$ cat config.mk
export PLATFORM = sky130hd
export DESIGN_NAME = wb_port_arbiter
export DESIGN_NICKNAME = d
export VERILOG_FILES = /design/src/rtl/mips_pkg.sv /design/src/rtl/wb_scoreboard.sv /design/src/rtl/wb_port_arbiter.sv
export SDC_FILE = /design/constraint.sdc
export NUM_CORES = 1
export LEC_CHECK = 0
export CAP_MARGIN = 30
export CORE_ASPECT_RATIO = 0.8
export CORE_MARGIN = 3
export CORE_UTILIZATION = 36
export CTS_BUF_LIST = sky130_fd_sc_hd__clkbuf_8 sky130_fd_sc_hd__clkbuf_16
export CTS_CLUSTER_DIAMETER = 50
export DETAILED_ROUTE_END_ITERATION = 12
export DONT_BUFFER_PORTS = 1
export SLEW_MARGIN = 20
export SYNTH_ARGS = -nofsm -noshare
export SYNTH_HDL_FRONTEND = slang
export SYNTH_SLANG_ARGS = --single-unit
$ cat constraint.sdc
create_clock -name clk -period 4.7 [get_ports clk]
set_clock_uncertainty 0.2 [all_clocks]
set_input_delay 0.705 -clock clk [delete_from_list [all_inputs] [get_ports clk]]
set_output_delay 0.705 -clock clk [all_outputs]
set_load 0.01 [all_outputs]
$ cat src/rtl/mips_pkg.sv
// Shared register-file writeback definitions for the MIPS core.
// Holds default widths, the zero-register index, the writeback request record and the arbiter state encoding.
package mips_pkg;

    localparam int DATA_W_DFLT = 32;
    localparam int ADDR_W_DFLT = 5;

    localparam logic [ADDR_W_DFLT-1:0] REG_ZERO = '0;

    // One writeback request; used for both the pipeline and mul/div requesters.
    typedef struct packed {
        logic                   valid;
        logic [ADDR_W_DFLT-1:0] dest;
        logic [DATA_W_DFLT-1:0] data;
    } wb_req_t;

    typedef enum logic {
        ST_IDLE  = 1'b0,
        ST_STALL = 1'b1
    } arb_state_t;

endpackage

$ cat src/rtl/wb_scoreboard.sv
// Pending-write scoreboard for outstanding mul/div results.
// Sets a bit on issue, clears it on commit, and answers the hazard-unit queries from registered state.
module wb_scoreboard
    import mips_pkg::*;
#(
    parameter int ADDR_W = ADDR_W_DFLT
) (
    input  logic              clk,
    input  logic              rst,
    input  logic              iss_valid,
    input  logic [ADDR_W-1:0] iss_dest,
    output logic              iss_ready,
    input  logic              cmt_valid,
    input  logic [ADDR_W-1:0] cmt_dest,
    input  logic [ADDR_W-1:0] q_src1,
    input  logic [ADDR_W-1:0] q_src2,
    output logic              q_busy1,
    output logic              q_busy2
);

    localparam int NREG = 2 ** ADDR_W;

    logic [NREG-1:0] pending_q;
    logic [NREG-1:0] pending_d;
    logic            iss_fire;

    always_comb begin
        iss_ready = ~pending_q[iss_dest];
        iss_fire  = iss_valid & iss_ready;
        q_busy1   = pending_q[q_src1];
        q_busy2   = pending_q[q_src2];
    end

    // Issue and commit never target the same register in one cycle, so their order here is irrelevant.
    always_comb begin
        pending_d = pending_q;
        if (cmt_valid) begin
            pending_d[cmt_dest] = 1'b0;
        end
        if (iss_fire) begin
            pending_d[iss_dest] = 1'b1;
        end
        pending_d[0] = 1'b0;
    end

    always_ff @(posedge clk or posedge rst) begin
        if (rst) begin
            pending_q <= '0;
        end else begin
            pending_q <= pending_d;
        end
    end

endmodule

$ cat src/rtl/wb_port_arbiter.sv
// Register-file write-port arbiter: pipeline writeback (fixed priority) versus the mul/div unit,
// with a starvation counter that asks the pipeline to bubble WB when mul/div waits too long.
module wb_port_arbiter
    import mips_pkg::*;
#(
    parameter int DATA_W       = DATA_W_DFLT,
    parameter int ADDR_W       = ADDR_W_DFLT,
    parameter int STARVE_LIMIT = 4
) (
    input  logic              clk,
    input  logic              rst,
    input  logic              a_valid,
    input  logic [ADDR_W-1:0] a_dest,
    input  logic [DATA_W-1:0] a_data,
    input  logic              b_valid,
    output logic              b_ready,
    input  logic [ADDR_W-1:0] b_dest,
    input  logic [DATA_W-1:0] b_data,
    input  logic              iss_valid,
    input  logic [ADDR_W-1:0] iss_dest,
    output logic              iss_ready,
    input  logic [ADDR_W-1:0] q_src1,
    input  logic [ADDR_W-1:0] q_src2,
    output logic              q_busy1,
    output logic              q_busy2,
    output logic              stall_req,
    output logic              rf_we,
    output logic [ADDR_W-1:0] rf_dest,
    output logic [DATA_W-1:0] rf_data
);

    localparam logic [3:0] LIMIT = 4'(STARVE_LIMIT);

    wb_req_t    a_req;
    wb_req_t    b_req;
    wb_req_t    win;
    logic       b_fire;
    logic [3:0] wait_cnt_q;
    logic [3:0] wait_cnt_d;
    arb_state_t state_q;
    arb_state_t state_d;

    // Combinational grant: the pipeline can never be back-pressured, so it always wins.
    always_comb begin
        a_req   = '{valid: a_valid, dest: a_dest, data: a_data};
        b_req   = '{valid: b_valid, dest: b_dest, data: b_data};
        b_ready = b_valid & ~a_valid;
        b_fire  = b_valid & b_ready;
        win     = '0;
        if (a_valid) begin
            win = a_req;
        end else if (b_valid) begin
            win = b_req;
        end
        rf_we   = win.valid && (win.dest != REG_ZERO);
        rf_dest = win.dest;
        rf_data = win.data;
    end

    wb_scoreboard #(
        .ADDR_W (ADDR_W)
    ) u_scoreboard (
        .clk       (clk),
        .rst       (rst),
        .iss_valid (iss_valid),
        .iss_dest  (iss_dest),
        .iss_ready (iss_ready),
        .cmt_valid (b_fire),
        .cmt_dest  (b_dest),
        .q_src1    (q_src1),
        .q_src2    (q_src2),
        .q_busy1   (q_busy1),
        .q_busy2   (q_busy2)
    );

    // The FSM looks at the next count so stall_req rises on the same edge the count hits the limit.
    always_comb begin
        wait_cnt_d = wait_cnt_q;
        if (!b_valid || b_fire) begin
            wait_cnt_d = 4'd0;
        end else if (wait_cnt_q != LIMIT) begin
            wait_cnt_d = wait_cnt_q + 4'd1;
        end

        state_d = state_q;
        case (state_q)
            ST_IDLE: begin
                if (wait_cnt_d == LIMIT) begin
                    state_d = ST_STALL;
                end
            end
            ST_STALL: begin
                if (b_fire) begin
                    state_d = ST_IDLE;
                end
            end
            default: state_d = ST_IDLE;
        endcase

        stall_req = (state_q == ST_STALL);
    end

    always_ff @(posedge clk or posedge rst) begin
        if (rst) begin
            wait_cnt_q <= 4'd0;
            state_q    <= ST_IDLE;
        end else begin
            wait_cnt_q <= wait_cnt_d;
            state_q    <= state_d;
        end
    end

endmodule

==> results of run 1 <==
metrics by stage:
stage | hold WS, ps | cell area, um^2 | std cells | power, mW | setup slack, ps
after floorplan | 292.6 | 2831 | 279 | 0.7171 | 1700
after global placement | 334.4 | 2872 | 365 | 0.7832 | 1800
after detailed placement | 351.7 | 2872 | 365 | 0.7910 | 1785
after CTS | 228.0 | 2968 | 372 | 1.029 | 1782
after global routing | 256.7 | 2968 | 372 | 1.085 | 1745
final | 215.7 | 2968 | 372 | 1.027 | 1792
final cells by class:
class,instances,area (um^2),share of cell area [%]
Clock buffer,7,96.34,3.246
Inverter,11,41.29,1.391
Multi-Input combinational cell,212,1790,60.33
Sequential cell,36,900.9,30.35
Tap cell,105,131.4,4.427
Timing Repair Buffer,1,7.507,0.2530
worst max-delay path, delay by kind of cell, from the launching register on:
kind          cells  cell delay [ps]
multiplexers      3             1290
flip-flops        1              430
kinds of logic after synthesis:
group | share of synthesized area (%)
and+or+nand+nor | 12.77
adders and majority gates | 0.8836
AOI/OAI and AO/OA | 24.70
buffers and inverters | 4.949
DFF | 31.82
xor gates and xnor gates | 0.3094
muxes | 24.57
power by group:
group,switching [mW],total (mW),internal (mW)
combinational,0.135,0.311,0.176
clock,0.106,0.236,0.131
sequential,0.0935,0.480,0.386
synthesized netlist by cell type (2+ instances only):
cell type  number
a32o_1          3
o211ai_1        2
o21ai_0        63
ha_1            2
nand2_1        17
nand3_1         7
buf_6           3
mux2_2          2
nor3b_1         2
mux2i_1        14
a22o_1         34
or3_1           4
nor2_1          7
nand3b_1        7
clkbuf_1       15
or4b_1          2
dfrtp_1        36
a21oi_1         2
mux4_1         10
inv_1          10
or4_1           3
and3_1          2
nand2b_1        4
mux4_2         12
path summary, 6_finish.rpt:
path                                            start                          to  slack (ps)  cells after the start
max                         u_scoreboard.pending_q[9]                     q_busy1        1790                      3
min                                               rst  u_scoreboard.pending_q[12]         220                      2
max reg2reg                u_scoreboard.pending_q[11]  u_scoreboard.pending_q[10]        2730                      3
min reg2reg                u_scoreboard.pending_q[12]  u_scoreboard.pending_q[12]         370                      2
max in group asynchronous                         rst  u_scoreboard.pending_q[27]        3740                      2
min in group clk           u_scoreboard.pending_q[12]  u_scoreboard.pending_q[12]         370                      2
per-layer routing:
metal	vias to the layer above	global-route usage, %
met2	163	32.56
met5	-	0
met1	1216	24.81
li1	1082	-
met4	0	5.244
met3	7	4.259
registers in the layout (all words and copies together), names as in the netlist:
register / flops
wait_cnt_q: 4
stall_req: 1
u_scoreboard.pending_q: 31
==> run metrics, run 1 <==
Mapped Area 0.002831 mm^2; Syn Area/Cell 10.15 um^2; Initial DRC Count 133; # hold bufs at CTS 0; CTS tree yes; max layer used met4; clock slew at reported path FFs 70 ps; Slew headroom 59.86%; # resized after CTS 0; DP HPWL a little under 7000 um; GP Congestion 0.8907; DR WL met2 4386 um; minimum clock period 2908 ps; worst path cell trace mux4_1, mux4_2, mux2_2; TNS Setup 0 ps; LEAKAGE roughly 1.2 nW; WP data required ~3800 ps; Setup-failing EPs final 0; die extent in x 105.2 um; 1st-pass router iterations 4; initial core utilization 37.59%; Post-Synthesis Cells 279; PD cells 346.2 mW/mm^2; Clk Latency, worst-skew pair 280 ps; CP Class reg -> out; diode count 0; Max FO, Critical Path 4; Layout Utilization 39.40%; Routed Antenna Nets 0; grt ovf 0; Slowest Stage Delay on Critical Path 520 ps; number of synthesized flops with an enable pin 0; Layout area overhead 4.817%; Remaining DRCs 0; met3 WL 945 um; Yosys cell types 40; share of cells above drive strength 1 8.989%; Hold Fails Final Rpt 0; ys flop type dfrtp_1; post-synthesis sequential area ratio 31.82%; postcts setup bufs 0; Total Nets Final 363; row count 28; Longest Clk Path Bufs 2; post-synth top area share 31.82%; CP arrival ~2000 ps; WL per Instance ~24 um; Total Routing Usage GR 19.16%; largest net degree at the start of global routing 45; Max Slew Vio Count 0; Max Clk Rate 0.3438 GHz; measured slew at the worst slew-check pin 601.3 ps; VDD IR max 0.1176 mV; Startpoint Class flop; Synth Register Bits 36; most frequent cells in the layout o21ai_0 (63), dfrtp_1 (36), a22o_1 (34); Die ar. 0.008972 mm^2; commonest non-fill, non-tap cell in the layout o21ai_0; period utilisation layout 61.88%; global-route wire length before repair about 13,000 um; Sink Count 36; met1 WL 3547 um; initial antenna violation count 0; via count 2,468; routed wire length 8950 um; unrepaired setup endpoints after global routing false; Via density roughly 6.6; # Max-Cap Violations 0; status completed; Synth async-reset ratio 100.0%; syn_nets 375; io pins roughly 140; Crit. End Element primary output; CTS buffer count 5; vias in the first global route 2,327; H-tree depth 2; PortBufs 0; clock root cell clkbuf_8; crit path max-delay cell type mux4_1; Layout fillers 743; hold crit path type in -> async; Yosys Warn Count 0; top post-synthesis cells by area dfrtp_1 (32%), o21ai_0 (11%), a22o_1 (11%), mux4_2 (9.5%), mux4_1 (9.3%); die height 85.32 um; post-synth top area cell dfrtp_1; Core ar. 0.007532 mm^2
(Power assumes the default switching activity.)
==> run 2: changes to the inputs <==
clock period = 2.5 ns   (was 4.7 ns; I/O delays follow)
==> run metrics, run 2 (synthesized netlist as in run 1, its figures left out) <==
reg2reg start u_scoreboard.pending_q[7]; Worst R2R End u_scoreboard.pending_q[7]; DP HPWL just under 7000 um; Layout Utilization 39.97%; 1st-pass router iterations 4; worst path cell trace mux4_2, mux4_2, mux2_4; worst path bufs/invs 0; hold crit path type in -> reg; placed insts 369; measured slew at the worst slew-check pin 588.5 ps; unrepaired setup endpoints after global routing true; total power between 1.5 and 2 mW; PD cells 634.8 mW/mm^2; setup ws final -7.911 ps; Reg2Reg Setup Slack 530 ps; Crit path top cell by count mux4_2; initial antenna violation count 0; Sink Count 36; clock slew at reported path FFs 70 ps; TNS Setup -7.911 ps; largest net degree at the start of global routing 45; WL per Instance 23.47 um; Startpoint Class flop; Hold Path Origin a_valid; CP Class reg -> out; Total Nets Final 372; Routed Antenna Nets 0; row count 28; Total Routing Usage GR 19.41%; crit path max-delay cell type mux4_2; pre-CTS setup slack 248.7 ps; CTS tree yes; VDD IR max 0.2315 mV; Layout area overhead 6.319%; share of cells above drive strength 1 14.13%; Largest register FFs 31; LEAKAGE 1.208 nW; Slowest Stage Delay on Critical Path between 400 and 500 ps; Via density 6.407; clock root cell clkbuf_8; final non-filler cell total 381; initial core utilization between 30% and 40%; Max FO, Critical Path 4; period utilisation layout 100.3%; Max Slew Vio Count 0; hold slack final approximately 60 ps; die height 85.32 um; die extent in x 105.2 um; routed wire length 8941 um; Core ar. roughly 0.0075 mm^2; GP Congestion 0.8211; via count 2,441; minimum clock period 2508 ps; diode count 0; Initial DRC Count approximately 210; DR WL met2 4470 um; H-tree depth 2; worst hold endpoint wait_cnt_q[1]; most frequent cells in the layout o21ai_0 (61), dfrtp_1 (36), a22o_1 (34); Crit path max-delay family multiplexers; global-route wire length before repair 13,380 um; status finished with violations; Biggest register u_scoreboard.pending_q; failing checks setup timing; Worst Hold Path Cells 1; met1 WL 3382 um; commonest non-fill, non-tap cell in the layout o21ai_0; vias in the first global route 2,363; max layer used met4; number of cells on the worst reg-to-reg path 3; WP data required approximately 1900 ps; post-route cell area 0.003010 mm^2; Clk Latency, worst-skew pair 280 ps; DP Area between 0.002 and 0.003 mm^2; CTS buffer count 5; io pins 137; Hold Fails Final Rpt 0; Crit. End Element primary output; grt ovf 0; Die ar. 0.008972 mm^2; Longest Clk Path Bufs 2; Setup-failing EPs final 1; CP arrival 1930 ps; Slew headroom 60.35%; # Max-Cap Violations 0; PortBufs 0; Max Clk Rate 0.3987 GHz; Remaining DRCs 0; met3 WL 995 um
run 2: changes by cell type in the layout (fill, tap and decap cells not counted), sizes merged:
cell         delta
clkbuf          -2
inv             +1
buf             +8
dlygate4sd3     +1
clkinv          +1
run 2: area by class of cell:
type,instances,area [um^2]
timing repair buffer,10,77.57
clock buffer,5,68.82
clock inverter,2,8.758
fill,742,4522
sequential,36,900.9
tap,105,131.4
inverter,11,41.29
multi-input combinational,212,1782
run 2: how the worst max path moves through the flow:
stage                                           from  endpoint  slack [ps]  cells past startpoint
after floorplan                            q_src1[1]   q_busy1         160                      4
after detailed placement                   q_src1[0]   q_busy1         250                      3
after global routing      u_scoreboard.pending_q[11]   q_busy2         -50                      3
final                     u_scoreboard.pending_q[27]   q_busy1          -8                      3
after global placement                     q_src2[0]   q_busy2         250                      3
after CTS                 u_scoreboard.pending_q[11]   q_busy1          -2                      3
run 2: repair_timing:
action / in CTS / in global routing
resized for setup: 8 / 5
hold endpoints to repair: 36 / 0
setup buffers: 4 / 0
hold buffers: 1 / 0
setup endpoints to repair: 2 / 3
pin swaps: 0 / 3
run 2: report_power, final:
group | internal (mW) | switching (mW) | leakage [nW]
clock | 0.185 | 0.193 | 0.0452
sequential | 0.726 | 0.169 | 0.448
combinational | 0.372 | 0.266 | 0.715
total | 1.28 | 0.628 | 1.21
run 2: layer usage:
metal | global-route usage (%) | vias up
li1 | - | 1094
met3 | 4.106 | 8
met1 | 24.59 | 1190
met5 | 0 | -
met4 | 5.006 | 0
met2 | 33.95 | 149
==> run 3: changes to the inputs <==
ABC_AREA = 1   (was unset)
SYNTH_HIERARCHICAL = 1   (was unset)
==> run metrics, run 3 <==
initial core utilization 38.00%; minimum clock period 2266 ps; Sink Count 36; Via density 5.871; commonest non-fill, non-tap cell in the layout nand2_1; clock slew at reported path FFs 60 ps; # Max-Cap Violations 0; Flop pwr share 42.9%; DP Area 0.003299 mm^2; number of synthesized flops with an enable pin 0; measured slew at the worst slew-check pin 453.0 ps; Psw 0.8188 mW; global-route wire length before repair between 15,000 and 20,000 um; Max Slew Vio Count 0; clock root cell clkbuf_16; Slew headroom between 60% and 70%; grt ovf 0; Longest Clk Path Bufs 2; WL per Instance 19.07 um; ys flop type dfrtp_1; Crit. End Element primary output; met2 GRT Util around a third; unrepaired setup endpoints after global routing false; Max Clk Rate approximately 0.44 GHz; Remaining DRCs 0; die height ~92 um; Yosys cell types 27; postcts setup bufs 0; DP HPWL 9126 um; Total Routing Usage GR 22.64%; share of total power in combinational logic 27.6%; CP arrival 1690 ps; CP Class reg -> out; most frequent cells in the layout nand2_1 (182), nand3_1 (61), inv_1 (43); H-tree depth 2; 1st-pass router iterations 6; share of cells above drive strength 1 4.651%; GR Util met3 4.288%; clock share of power between 20% and 30%; PD cells approximately 620 mW/mm^2; Crit path top cell by count nand2_1; Largest register FFs 31; most instantiated library cell after synthesis nand2_1; GP Congestion 0.9390; Clk Latency, worst-skew pair 280 ps; crit path max-delay cell type dfrtp_1; setup ws final 233.7 ps; post-synth top area share 27.22%; diode count 0; Hold Fails Final Rpt 0; Core ar. just under 0.009 mm^2; Layout area overhead 4.537%; TNS Setup 0 ps; pre-CTS setup slack 354.6 ps; Mapped Area 0.003309 mm^2; row count 30; Routed Antenna Nets 0; busiest grt layer met1; grt met1 use between 30% and 40%; switch share between 30% and 40%; most frequent cells after synthesis nand2_1 (182), nand3_1 (61), inv_1 (42); largest net degree at the start of global routing 42; Max FO, Critical Path 15; # resized after CTS 0; PortBufs 0; period utilisation layout roughly nine tenths; post-synth top area cell dfrtp_1; post-route cell area 0.003460 mm^2; Setup-failing EPs final 0; VDD IR max 0.3244 mV; Initial DRC Count ~360; post-synthesis sequential area ratio 27.22%; initial antenna violation count 0; Synth async-reset ratio 100.0%; top post-synthesis cells by area dfrtp_1 (27%), nand2_1 (21%), nand3_1 (9.2%), a22o_1 (8.5%), nand4_1 (6.2%); die extent in x 113.2 um; WP data required 1920 ps; P_int 1.324 mW; via count roughly 3,700; Total Nets Final about 600; CTS tree yes; Startpoint Class flop; status completed; Layout fillers roughly 970; syn_nets ~620; worst path cell trace nand2_1, nand2_1, nand2_1, nand2_1, nand2_1, nand2_2, nor2_4, and2_1; LEAKAGE 1.685 nW; Synth Register Bits 36; Slowest Stage Delay on Critical Path 430 ps; vias in the first global route 3,358; routed wire length 11,980 um; io pins 137; Die ar. 0.01039 mm^2; CTS buffer count 5; Yosys Warn Count 6; Biggest register u_scoreboard/pending_q; Syn Area/Cell 6.280 um^2; Post-Synthesis Cells 527; hold crit path type in -> reg
[run 3: changes by cell type after synthesis, sizes merged, moves of 17 or more]
cell | before | now
inv | 11 | 45
nand4 | 0 | 33
o21ai | 63 | 38
buf | 5 | 22
nand3 | 7 | 61
nor2 | 7 | 42
nand2 | 17 | 185
mux4 | 22 | 0
[run 3: area by class of cell]
type                            count  area, um^2  share of cell area, %
Clock inverter                      2       11.26                 0.3255
Multi-Input combinational cell    417        2027                  58.59
Timing Repair Buffer                8       62.56                  1.808
Tap cell                          112       140.1                  4.051
Clock buffer                        6       138.9                  4.014
Sequential cell                    36       900.9                  26.04
Inverter                           47       178.9                  5.172
[run 3: timing repair]
| item | in CTS | in global routing |
|---|---|---|
| hold buffers | 1 | 0 |
| endpoints found under the setup margin | 0 | 0 |
| hold endpoints to repair | 36 | 0 |
[run 3: cells by family (layout without fill, tap and decap cells)]
family / Yosys count / after routing / share of synthesized area (%)
and+or+nand+nor: 332 / 332 / 43.78
AOI/OAI and AO/OA: 83 / 83 / 16.71
buffers and inverters: 74 / 63 / 11.53
DFF: 36 / 36 / 27.22
adders and majority gates: 2 / 2 / 0.7560
[run 3: worst max-delay path, delay by kind of cell, from the launching register on]
kind | cells | cell delay (ps)
and+or+nand+nor | 8 | 980
DFF | 1 | 430
[run 3: metrics by stage]
step | util, % | std cells | power, mW | hold slack (ps)
2_1_floorplan | - | 527 | 1.342 | -46.48
3_3_place_gp | 37.89 | 619 | 1.478 | -29.53
3_5_place_dp | 37.89 | 619 | 1.498 | -23.36
4_1_cts | 39.73 | 628 | 2.137 | 35.36
5_1_grt | 39.73 | 628 | 2.274 | 38.22
6_report | 39.73 | 628 | 2.143 | 38.85
[run 3: layer usage]
metal / part of all wire (%) / wire (um)
met1: 49 / 5835
met2: 42 / 5074
met3: 8.0 / 962
met4: 0.87 / 104
met5: 0 / 0
[run 3: power by group through the flow]
stage	Combinational (mW)	Clock (mW)	Sequential, mW
4_1_cts	0.586	0.645	0.906
2_1_floorplan	0.535	0	0.808
3_5_place_dp	0.582	0	0.916
6_report	0.591	0.633	0.919
5_1_grt	0.677	0.670	0.927
3_3_place_gp	0.566	0	0.912
[run 3: worst paths after layout]
| path | startpoint | end | slack [ps] | cells past startpoint |
|---|---|---|---|---|
| setup / recovery | u_scoreboard/pending_q[9] | iss_ready | 230 | 8 |
| hold / removal | iss_valid | u_scoreboard/pending_q[28] | 40 | 2 |
| setup reg to reg | u_scoreboard/pending_q[9] | u_scoreboard/pending_q[7] | 560 | 10 |
| hold reg to reg | u_scoreboard/pending_q[11] | u_scoreboard/pending_q[11] | 380 | 2 |
| max in group asynchronous | rst | u_scoreboard/pending_q[6] | 1330 | 3 |
| min in group asynchronous | rst | wait_cnt_q[1] | 270 | 2 |
